[config.mk]
export PLATFORM = sky130hd
export DESIGN_NAME = writeback_port_arbiter
export DESIGN_NICKNAME = d
export VERILOG_FILES = /design/src/rtl/writeback_port_arbiter.sv
export SDC_FILE = /design/constraint.sdc
export NUM_CORES = 1
export LEC_CHECK = 0
export ABC_AREA = 1
export CORE_MARGIN = 2
export CORE_UTILIZATION = 40
export DETAILED_ROUTE_END_ITERATION = 16
export PLACE_DENSITY = 0.81
export SYNTH_ARGS = -nofsm -noshare
export SYNTH_HDL_FRONTEND = slang
export SYNTH_SLANG_ARGS = --single-unit
[constraint.sdc]
create_clock -name clk -period 2.9 [get_ports clk]
set_input_delay 0.58 -clock clk [delete_from_list [all_inputs] [get_ports clk]]
set_output_delay 0.58 -clock clk [all_outputs]
set_load 0.05 [all_outputs]
[src/rtl/writeback_port_arbiter.sv]
// Shares the register-file write port between the W-stage result and a small LLU result FIFO.
// Optional perf counters (ConflictCnt/ForceCnt) are enabled with `define WB_ARB_PERF_EN.
module writeback_port_arbiter #(
  parameter int DEPTH    = 2,
  parameter int MAX_WAIT = 4
) (
  input  logic                   clk,
  input  logic                   rst,
  input  logic                   RegWriteW,
  input  logic [4:0]             RdW,
  input  logic [31:0]            ResultW,
  input  logic                   LluValid,
  input  logic [4:0]             LluRd,
  input  logic [31:0]            LluData,
  output logic                   LluReady,
  output logic                   RegWriteOut,
  output logic [4:0]             RdOut,
  output logic [31:0]            WrDataOut,
  output logic                   StallWB,
  output logic                   GrantLlu,
  output logic [$clog2(DEPTH):0] PendingCnt
`ifdef WB_ARB_PERF_EN
  ,
  output logic [31:0]            ConflictCnt,
  output logic [31:0]            ForceCnt
`endif
);

  localparam int PW = $clog2(DEPTH);
  localparam int CW = PW + 1;
  localparam int AW = $clog2(MAX_WAIT + 1);

  typedef struct packed {
    logic [4:0]  rd;
    logic [31:0] data;
  } wb_ent_t;

  typedef enum logic [1:0] {IDLE, PEND, FORCE} state_t;

  state_t        state;
  wb_ent_t       mem [DEPTH];
  wb_ent_t       head;
  logic [PW-1:0] wptr, rptr;
  logic [CW-1:0] count, count_nxt;
  logic [AW-1:0] age, age_inc;
  logic          real_wr, full, push, grant;

  assign real_wr   = RegWriteW && (RdW != 5'd0);
  assign full      = (count == CW'(DEPTH));
  // x0 results complete the handshake but are dropped here
  assign push      = LluValid && !full && (LluRd != 5'd0);
  assign grant     = (state == FORCE) || ((state == PEND) && !real_wr);
  assign count_nxt = count + CW'(push) - CW'(grant);
  assign age_inc   = age + AW'(1);
  assign head      = mem[rptr];

  // Outputs are held at zero while reset is asserted, regardless of W-stage inputs
  always_comb begin
    LluReady    = rst && !full;
    RegWriteOut = 1'b0;
    RdOut       = 5'd0;
    WrDataOut   = 32'd0;
    StallWB     = 1'b0;
    GrantLlu    = 1'b0;
    PendingCnt  = count;
    if (rst) begin
      StallWB  = (state == FORCE);
      GrantLlu = grant;
      if (grant) begin
        RegWriteOut = 1'b1;
        RdOut       = head.rd;
        WrDataOut   = head.data;
      end else begin
        RegWriteOut = real_wr;
        RdOut       = RdW;
        WrDataOut   = ResultW;
      end
    end
  end

  always_ff @(posedge clk) begin
    if (push) mem[wptr] <= '{rd: LluRd, data: LluData};
  end

  always_ff @(posedge clk or negedge rst) begin
    if (!rst) begin
      state <= IDLE;
      wptr  <= '0;
      rptr  <= '0;
      count <= '0;
      age   <= '0;
    end else begin
      if (push)  wptr <= wptr + PW'(1);
      if (grant) rptr <= rptr + PW'(1);
      count <= count_nxt;
      case (state)
        IDLE: if (push) state <= PEND;
        PEND: begin
          if (!real_wr) begin
            age <= '0;
            if (count_nxt == '0) state <= IDLE;
          end else begin
            age <= age_inc;
            if (age_inc == AW'(MAX_WAIT)) state <= FORCE;
          end
        end
        FORCE: begin
          age   <= '0;
          state <= (count_nxt != '0) ? PEND : IDLE;
        end
        default: state <= IDLE;
      endcase
    end
  end

`ifdef WB_ARB_PERF_EN
  // A conflict is a cycle where the pipeline beats a waiting head (FORCE cycles excluded)
  always_ff @(posedge clk or negedge rst) begin
    if (!rst) begin
      ConflictCnt <= '0;
      ForceCnt    <= '0;
    end else begin
      if ((state == PEND) && real_wr && (ConflictCnt != 32'hFFFF_FFFF))
        ConflictCnt <= ConflictCnt + 32'd1;
      if ((state == FORCE) && (ForceCnt != 32'hFFFF_FFFF))
        ForceCnt <= ForceCnt + 32'd1;
    end
  end
`endif

endmodule

# Word-level counts from Yosys, hierarchy flattened

Memory sizes are Yosys's and may differ from the RTL's.
Cells that the tools add are included.

Bits in registers: 9
Latch bits: 0
Memory bits (writable): 74
ROM bits: 0
Input port bits: 78
Output and inout port bits: 43
Logic and storage cells: 51
Memories kept: 1

Add/subtract/negate cells: 5
$mul: 0
Divide/modulo/power cells: 0
$lt $le $gt $ge: 0
Equal/unequal tests: 7
Shift-type cells: 0
Mux-type cells: 18
Bitwise operators: 0
Reduce and logical (&&, ||, !) cells: 15

Memories:

| name | words | width | rd ports | clocked after Yosys merged registers in | wr ports | RTL line | text |
|---|---|---|---|---|---|---|---|
| mem  | 2     | 37    | 1        | 0                                       | 1        | 41       | `wb_ent_t mem [DEPTH];` |

Operator list:

| kind                                                   | number |
|---|---|
| two-way mux 32 bit                                     | 2 |
| two-way mux 5 bit                                      | 2 |
| nonzero test 5 bit                                     | 2 |
| two-way mux 2 bit                                      | 4 |
| two-way mux 1 bit                                      | 7 |
| inequality test 3 x 2 -> 1 bit (second input constant) | 2 |
| one-hot mux 2 bit (3 select lines)                     | 1 |
| one-hot mux 3 bit (2 select lines)                     | 1 |
| logical AND 1 bit                                      | 5 |
| equality test 2 bit (second input constant)            | 2 |
| logical NOT 2 bit                                      | 2 |
| nonzero test 2 bit                                     | 2 |
| adder 3 x 1 -> 3 bit (second input constant)           | 1 |
| equality test 3 bit (second input constant)            | 1 |
| two-way mux 3 bit                                      | 1 |
| AND reduction 3 bit                                    | 1 |
| adder 1 bit (second input constant)                    | 2 |
| adder 2 x 1 -> 2 bit                                   | 1 |
| equality test 2 x 1 -> 1 bit (second input constant)   | 1 |
| logical NOT 1 bit                                      | 2 |
| inequality test 2 bit (second input constant)          | 1 |
| subtractor 2 x 1 -> 2 bit                              | 1 |
| logical OR 1 bit                                       | 1 |

# Depth between registers and ports, before layout

Word-level depth: 10
Depth in mapped cells: 17
Gate-level depth less buffers: 16

# Worst setup path after synthesis

No wires, ideal clock.

Path kind: reg-to-reg
From: reg count[0] (netlist: PendingCnt[0])
To: mem mem[1][0] (netlist bit) (enable)
Setup time: 0.433 ns
Data arrival time: 2.681 ns
Data required time: 2.467 ns
Slack: -0.214 ns
Stages on the path, launching flop included: 5
Path buffers: 0
Clock period less this slack: 3.114 ns
Cell sequence: dfrtp_1 -> inv_1 -> a21boi_0 -> nand2_1 -> nor2_1

Longest elaborated chain between the ends: 6

RTL lines:

| what                                    | RTL line | text |
|---|---|---|
| from (decl)                             | 44       | `logic [CW-1:0] count, count_nxt;` |
| from (signal assigned)                  | 95       | `count <= count_nxt;` |
| equality test 2 bit                     | 49       | `assign full = (count == CW'(DEPTH));` |
| logical NOT 1 bit                       | 51       | `assign push = LluValid && !full && (LluRd != 5'd0);` |
| logical AND 1 bit (2 in series)         | 51       |  |
| two-way mux 1 bit                       | 82       | `if (push) mem[wptr] <= '{rd: LluRd, data: LluData};` |
| two-way mux 1 bit (not written as such) | 82       |  |
| to (decl)                               | 41       |  |

No other way between the ends.

# Worst setup path after layout

From: in RdW[2]
To: out WrDataOut[10]

Longest elaborated chain between the ends: 7

RTL lines:

| what               | RTL line | text |
|---|---|---|
| from (decl)        | 10       | `input logic [4:0] RdW,` |
| nonzero test 5 bit | 48       | `assign real_wr = RegWriteW && (RdW != 5'd0);` |
| logical AND 1 bit  | 48       |  |
| logical NOT 1 bit  | --       |  |
| logical AND 1 bit  | 52       | `assign grant = (state == FORCE) \|\| ((state == PEND) && !real_wr);` |
| logical OR 1 bit   | 52       |  |
| two-way mux 32 bit | 69       | `if (grant) begin` |
| two-way mux 32 bit | 66       | `if (rst) begin` |
| to (decl)          | 18       | `output logic [31:0] WrDataOut,` |

No other way between the ends.

==> qor.csv <==
metric,value,unit
fillers,711,
CP Cell Sequence,clkdlybuf4s50_1 > nor2_2 > nand3b_2 > nand2_2 > nand2_2 > nand2_4 > inv_2 > buf_12 > nor2_1 > nor2_2 > buf_12,
commonest cells in the netlist,"nor2_1 (75), edfxtp_1 (74), o21ai_0 (40), mux2_2 (37), nand2_1 (21)",
dpl cells,576,
Final min period,2.81,ns
Hold Path Cell Cnt,1,
CP Max Fanout,22,
CTS Buffer Depth,2,
final clock period utilization by the worst path,96.9,%
Overall Global Routing Usage,18.0,%
sequential fraction of the synthesis area,63.1,%
GR Overflow Total,0,
largest cells by area after synthesis,"edfxtp_1 (57%), mux2_2 (11%), nor2_1 (7.3%)",
clock-pin transition on the worst setup and hold timing paths,0.07,ns
full die area,0.0105,mm^2
Worst Skew,0.0111,ns
WL met1,3680,um
"CP delay by family, top",buffers and inverters,
clock insertion delay at the later pin of the skew report,0.33,ns
row cnt,35,
synthesis-to-finish area growth,53.7,%
outcome,finished clean,
top-count cell post-synth,nor2_1,
"FF+latch count, synth",83,
drt first pass iters,4,
Worst VDD drop,459,uV
Highest Signal Layer,met4,
Detail Route Antenna Nets,0,
vias in the first global route,3021,
Initial DRC Count,127,
pwr dens,905,mW/mm^2
CTS tree,yes,
Die Ht,102,um
"Distinct cells, synth",24,
Post-synth EDFFs,74,
Final nets,544,
Num CTS Buffers,9,
Min Hold Slack,0.524,ns
first-pass GRT wire length,14300,um
largest stage delay on the critical path,0.45,ns
Crit. Startpoint,RdW[2],
share of the synthesized area in the top cell type,57.3,%
Reg2Reg Capture Point,state[0],
Vias,2861,
initial antenna violation count,0,
Util after Layout,63.9,%
post-cts hold buffer count,0,
met2 wire len,4540,um
synthesized net count,416,
Die W,102,um
CTS Root Cell,clkbuf_8,
HPWL Detailed,6580,um
met3 wire len,500,um
largest net degree at the start of global routing,50,
reg2reg path depth,13,
ys async rst share,10.8,%
initial core utilization,41.6,%
Core ar.,0.00933,mm^2
Hold Path Class,reg2reg,
Least-Margin Pin Slew,0.518,ns
"Hold Vio Cnt, Final",0,
Arrival @ worst endpoint,2.23,ns
Synth Cell Area,0.00388,mm^2
CTS H-Tree Depth,3,
kind of critical path,in2out,
"Primary FF master, synth",edfxtp_1,
CTS resizes,0,
WP buf/inv,4,
Clock Sinks,83,
antenna cells,0,
Worst Hold End,age[0],
Max Cap Viol,0,
startpoint types,primary input,
share of layout cells above drive strength 1,27.9,%
max-slew violations,0,
Fmax,0.356,GHz
post-DR vias/cell,4.84,
Port Buf Inserts,120,
GP Congestion,0.810,
Pleak,2.30,nW
r2r startpoint,state[0],
Worst R2R Setup Slack,0.65,ns
normalized max-slew margin,65.4,%
RSZ-0062 raised after global routing,true,
routed len/inst,15.1,um
"Setup violations, final",0,
"Setup Fix Bufs, Post-CTS",0,
I/O pin count,121,
total negative setup slack,0,ns
Syn Area/Cell,11.7,um^2
Total Routed Length,8920,um
drt drc,0,
Worst Path Required,2.32,ns
Ys Warns,0,
Synth Instances,330,
hold path start,age[0],
final std cells w/o fill,591,
crit path max-delay cell type,clkdlybuf4s50_1,
"area leader, netlist",edfxtp_1,
CP Capture Type,output port,
-- metrics by stage --
step / area, um^2 / setup WS (ns) / total power [W]
final: 5960 / 0.0899 / 0.00539
after global placement: 5720 / 0.107 / 0.00448
after global routing: 5960 / -0.0100 / 0.00569
after detailed placement: 5720 / 0.0262 / 0.00456
after floorplan: 3880 / 0.345 / 0.00337
after CTS: 5920 / 0.0305 / 0.00542
-- layout by cell type, fill, tap and decap left out, types with 2 or more instances in the layout --
cell / n
nor2_2: 16
nand2_2: 2
ha_1: 8
nand2_1: 21
nand3_1: 6
clkbuf_8: 9
clkdlybuf4s50_1: 79
o21ai_0: 40
dfrtp_1: 8
clkinv_2: 2
edfxtp_1: 74
nor3_1: 2
a21oi_1: 4
inv_1: 20
mux2_2: 37
bufinv_16: 2
buf_6: 3
buf_12: 45
buf_4: 6
nor2_4: 2
nor2_1: 66
-- final cells by class --
cell class	instances	area [um^2]	share of cell area [%]
repair buffers	133	1770	29.7
inverters	21	78.8	1.32
flip-flops and latches	83	2450	41.1
multi-input cells	210	1290	21.7
clock inverters	6	81.3	1.36
well taps	129	161	2.71
clock buffers	9	124	2.08
-- state kept, by name, indices dropped and copies added, names as in the netlist --
| signal | cells |
|---|---|
| mem | 74 |
| age | 3 |
| PendingCnt | 2 |
| state | 2 |
| rptr | 1 |
| wptr | 1 |
-- routing by layer --
| layer | global-route usage, % | up-vias |
|---|---|---|
| li1 | - | 1396 |
| met1 | 21.6 | 1344 |
| met2 | 30.9 | 102 |
| met3 | 3.90 | 19 |
| met4 | 8.31 | 0 |
| met5 | 0 | - |
-- how the worst max path moves through the flow --
stage                     cells past startpoint  slack (ns)       endpoint
after floorplan                               9        0.35       GrantLlu
after global placement                       10        0.11  WrDataOut[28]
after detailed placement                     10        0.03   WrDataOut[7]
after CTS                                    10        0.03   WrDataOut[7]
after global routing                         10       -0.01  WrDataOut[19]
final                                        11        0.09  WrDataOut[10]
-- kinds of logic (layout without fill, tap and decap cells) --
family          after synthesis  after routing  share of synthesized area (%)
simple gates                118            118                           12.7
xor+xnor                      1              1                          0.226
flops                        83             83                           63.1
compound gates               45             45                           5.87
buf+inv                      37            169                           4.49
mux                          38             38                           11.0
fa+ha+maj                     8              8                           2.58
-- power breakdown --
group | internal [W] | total [W] | switching [W]
sequential | 0.00163 | 0.00177 | 0.000145
clock | 0.000474 | 0.000851 | 0.000377
combinational | 0.00125 | 0.00277 | 0.00152
Power figures use the tool's default switching activity.
